[config.mk]
export PLATFORM = sky130hd
export DESIGN_NAME = rr_arbiter
export DESIGN_NICKNAME = d
export VERILOG_FILES = /design/src/rtl/rr_arbiter.sv
export SDC_FILE = /design/constraint.sdc
export NUM_CORES = 1
export LEC_CHECK = 0
export BUFFER_PORTS_ARGS = -buffer_cell sky130_fd_sc_hd__buf_2
export CORE_AREA = 2 2 40 42
export CTS_BUF_LIST = sky130_fd_sc_hd__clkbuf_4 sky130_fd_sc_hd__clkbuf_8
export CTS_CLUSTER_SIZE = 25
export DETAILED_ROUTE_END_ITERATION = 7
export DIE_AREA = 0 0 42 44
export PLACE_DENSITY_LB_ADDON = 0.2
export SYNTH_ARGS = -nofsm -noshare
export SYNTH_HDL_FRONTEND = slang
export SYNTH_SLANG_ARGS = --single-unit
[constraint.sdc]
create_clock -name clk_i -period 1.4 [get_ports clk_i]
set_input_delay 0.21 -clock clk_i [delete_from_list [all_inputs] [get_ports clk_i]]
set_output_delay 0.21 -clock clk_i [all_outputs]
set_load 0.05 [all_outputs]
[src/rtl/rr_arbiter.sv]
// Registered request arbiter for a Wishbone crossbar: round-robin or fixed priority,
// optional grant locking (held on request or until acknowledge), selectable priority end.
module rr_arbiter #(
  parameter int PORTS                = 4,
  parameter bit ARB_TYPE_ROUND_ROBIN = 1'b1,
  parameter bit ARB_BLOCK            = 1'b1,
  parameter bit ARB_BLOCK_ACK        = 1'b0,
  parameter bit LSB_HIGH_PRIORITY    = 1'b1
) (
  input  logic                     clk_i,
  input  logic                     rst_ni,
  input  logic [PORTS-1:0]         request_i,
  input  logic [PORTS-1:0]         acknowledge_i,
  output logic [PORTS-1:0]         grant_o,
  output logic                     grant_valid_o,
  output logic [$clog2(PORTS)-1:0] grant_encoded_o
);

  localparam int IDX_W = $clog2(PORTS);

  // Handshake: grant_valid_o qualifies grant_o/grant_encoded_o in the same cycle;
  // there is no back-pressure, a locked grant is released only by its own request/ack.

  logic [PORTS-1:0] r_grant;
  logic             r_valid;
  logic [IDX_W-1:0] r_enc;
  logic [PORTS-1:0] r_mask;

  logic [PORTS-1:0] w_masked;
  logic [PORTS-1:0] w_pick_src;
  logic [IDX_W-1:0] w_win;
  logic [PORTS-1:0] w_win_oh;
  logic             w_hold_req;
  logic             w_hold_ack;
  logic             w_hold;

  // Highest-priority set bit; the loop runs toward the high-priority end so it wins last.
  function automatic logic [IDX_W-1:0] pick_idx(input logic [PORTS-1:0] v);
    logic [IDX_W-1:0] idx;
    idx = '0;
    if (LSB_HIGH_PRIORITY) begin
      for (int i = PORTS - 1; i >= 0; i--) begin
        if (v[i]) idx = IDX_W'(i);
      end
    end else begin
      for (int i = 0; i < PORTS; i++) begin
        if (v[i]) idx = IDX_W'(i);
      end
    end
    return idx;
  endfunction

  // Ports strictly lower in priority than the winner; empty after the last port wraps.
  function automatic logic [PORTS-1:0] mask_after(input logic [IDX_W-1:0] k);
    logic [PORTS-1:0] m;
    m = '0;
    for (int i = 0; i < PORTS; i++) begin
      m[i] = LSB_HIGH_PRIORITY ? (i > int'(k)) : (i < int'(k));
    end
    return m;
  endfunction

  always_comb begin
    w_masked   = request_i & r_mask;
    w_pick_src = (ARB_TYPE_ROUND_ROBIN && (|w_masked)) ? w_masked : request_i;
    w_win      = pick_idx(w_pick_src);
    w_win_oh   = '0;
    w_win_oh[w_win] = 1'b1;
    w_hold_req = ARB_BLOCK && !ARB_BLOCK_ACK && (|(r_grant & request_i));
    w_hold_ack = ARB_BLOCK && ARB_BLOCK_ACK && r_valid && !(|(r_grant & acknowledge_i));
    w_hold     = w_hold_req || w_hold_ack;
  end

  always_ff @(posedge clk_i or negedge rst_ni) begin
    if (!rst_ni) begin
      r_grant <= '0;
      r_valid <= 1'b0;
      r_enc   <= '0;
      r_mask  <= '1;
    end else if (!w_hold) begin
      if (|request_i) begin
        r_grant <= w_win_oh;
        r_valid <= 1'b1;
        r_enc   <= w_win;
        if (ARB_TYPE_ROUND_ROBIN) r_mask <= mask_after(w_win);
      end else begin
        r_grant <= '0;
        r_valid <= 1'b0;
        r_enc   <= '0;
      end
    end
  end

  assign grant_o         = r_grant;
  assign grant_valid_o   = r_valid;
  assign grant_encoded_o = r_enc;

endmodule

==> results.toml <==
[timing]
grt_setup_unrepaired = "yes"
layout_setup_ws_ps = 9.10
drv_slew = 0
setup_viol = 0
finClkSkew_ps = 0.691
hold_viol = 0
max_freq_mhz = 719
min_period_ps = 1390
worstMarginPinSlew_ps = 339
slew_headroom_pct = 77.2
period_share_pct = 99.3

[global_route]
grt_antenna_before_repair = 0
grtUsageTotal_pct = 16.9
grt_max_degree = 12
grt_pass1_vias = 543
overflow = 0
grt_pass1_wl_um = 2260

[logic_synthesis]
syn_avg_cell_area_um2 = 10.9
ys_top_cells_by_area = "dfrtp_1 33%, dfstp_2 20%, nand2_1 4.9%"
synth_cells = 49
synth_top_area_share_pct = 32.7
syn-num-nets = 59
synth-adder-area-share_pct = 0
ys_warn_count = 0
synth_top_flop_cell = "dfrtp_1"
synth_xor_area_share_pct = 0
ys_types = 23
yosysSeqAreaShare_pct = 52.3
synth_largest_area_cell = "dfrtp_1"
ys_ff_latch = 11
synthSimpleGateAreaFrac_pct = 17.8
netlist_area_um2 = 536
synth_top_family_by_area = "compound AO/OA/AOI/OAI gates"
async_reset_ff_share_pct = 100
synth_edf_count = 0
synth_compound_area_share_pct = 27.8
ys_top_cells_by_count = "7 x dfrtp_1, 7 x nand2_1, 5 x o21ai_0"
synthMuxAreaShare_pct = 0

[floorplanning]
die_h_um = 44
start_util_pct = 37.7
fp.coreArea_um2 = 1420
ios = 17
die_x_um = 42
dieArea_um2 = 1850
core.rowCount = 14

[worst_setup_path]
cp.required_ps = 1560
startpoint_type = "flip-flop"
crit_fanout = 3
endpoint_kind = "flip-flop"
path_class = "flip-flop to flip-flop"
cp_data_arrival_time_ps = 1550

[pwr]
cellPowerDensity_nw_per_um2 = 2470
power_uw = 1970
irDropWorstVdd_mv = 1.53
power.static_leakage_uw = 0.000362

[drt]
drtPass1Iterations = 4
vias = 525
totalWireLength_um = 1440
wire_per_inst_um = 14.8
postRouteAntennaNets = 0
drtIter0Drc = 8
drc = 0
routed_via_density = 5.41

[layout]
final_util_pct = 56.3
post-route-cell-area_um2 = 798
syn_to_final_growth_pct = 49.1
diodes = 0
drive_gt1_share_pct = 61.7
layout.nets = 92

[clocking]
clk_pin_slew_ps = 70
cts_buffers = 3
cts.sinks = 11
clk_latency_ps = 270
ctsLongestPathBuffers = 2
htreeDepth = 1
cts_tree = "done"
clockRootBuffer = "clkbuf_4"

[placed_design]
port_buffers = 12
pre_cts_ws_ps = -60.5
placed_area_um2 = 714
hpwl_um = 1010
gp_congestion = 0.756

[status]
status = "finished, final reports clean"

[min_path]
hold_class = "input pin to async pin"

[flow_run]
drv_cap = 0
-- area by class of cell --
class                   count  area, um^2
clock buffers               4        30.0
repair buffers             29         190
flip-flops and latches     11         285
fillers                   135         621
well taps                  16        20.0
multi-input cells          37         273
-- worst paths after layout --
kind | start | to | slack [ps] | depth (start not counted)
setup / recovery | r_mask[3] | grant_encoded_o[0] | 9 | 5
hold / removal | rst_ni | grant_valid_o | 330 | 2
setup reg to reg | r_mask[3] | grant_encoded_o[0] | 9 | 5
hold reg to reg | grant_valid_o | grant_valid_o | 480 | 1
max in group asynchronous | rst_ni | r_mask[0] | 820 | 2
min in group clk_i | request_i[3] | grant_o[2] | 400 | 3
-- registers in the layout (all words and copies together) (netlist names) --
signal	cells
grant_valid_o	1
grant_encoded_o	2
r_mask	4
grant_o	4
-- metal layers --
layer,up-vias,GRT usage (%),wire length (um)
met5,-,0,0
met4,0,13.5,41
met3,5,2.92,43
met2,12,30.0,757
met1,254,17.7,595
li1,254,-,-
-- placed cells by master (no fill, tap or decap), types with 2 or more instances in the layout --
master	instances
o21a_1	3
clkbuf_4	4
dfrtp_1	3
nand2_1	7
a22oi_2	3
a221oi_2	2
buf_2	12
dfrtp_2	4
dfstp_2	4
o21ai_1	5
buf_4	16
nor2b_1	2
-- critical path, cell delays in order, from the launching register on --
cell and delay, ps:
dfstp_2 540, buf_4 110, a222oi_1 70, o21ai_0 310, nor2b_1 180, o21ai_1 70
-- power breakdown --
part / internal, uW / switching, uW / total, uW
Clock: 130 / 107 / 237
Combinational: 471 / 693 / 1160
Sequential: 488 / 83.1 / 571
Total: 1090 / 884 / 1970
-- cells by family (layout without fill, tap and decap cells) --
| logic type | Yosys count | count (layout) |
|---|---|---|
| compound gates | 21 | 21 |
| simple gates | 16 | 16 |
| flops | 11 | 11 |
| buf+inv | 1 | 33 |
-- through the flow --
step	hold slack, ps	std cells	TNS (ps)
6_report	327	97	0
2_1_floorplan	-85.6	49	0
4_1_cts	326	95	0
3_3_place_gp	91.5	90	-52.6
3_5_place_dp	91.7	90	-182
5_1_grt	361	97	-124
-- timing repair --
action	in CTS	in global routing
pin swaps	0	3
hold buffers	1	0
hold endpoints to repair	7	0
gates resized for setup	3	8
endpoints found under the setup margin	5	8
buffers inserted	0	2
(Power assumes the default switching activity.)
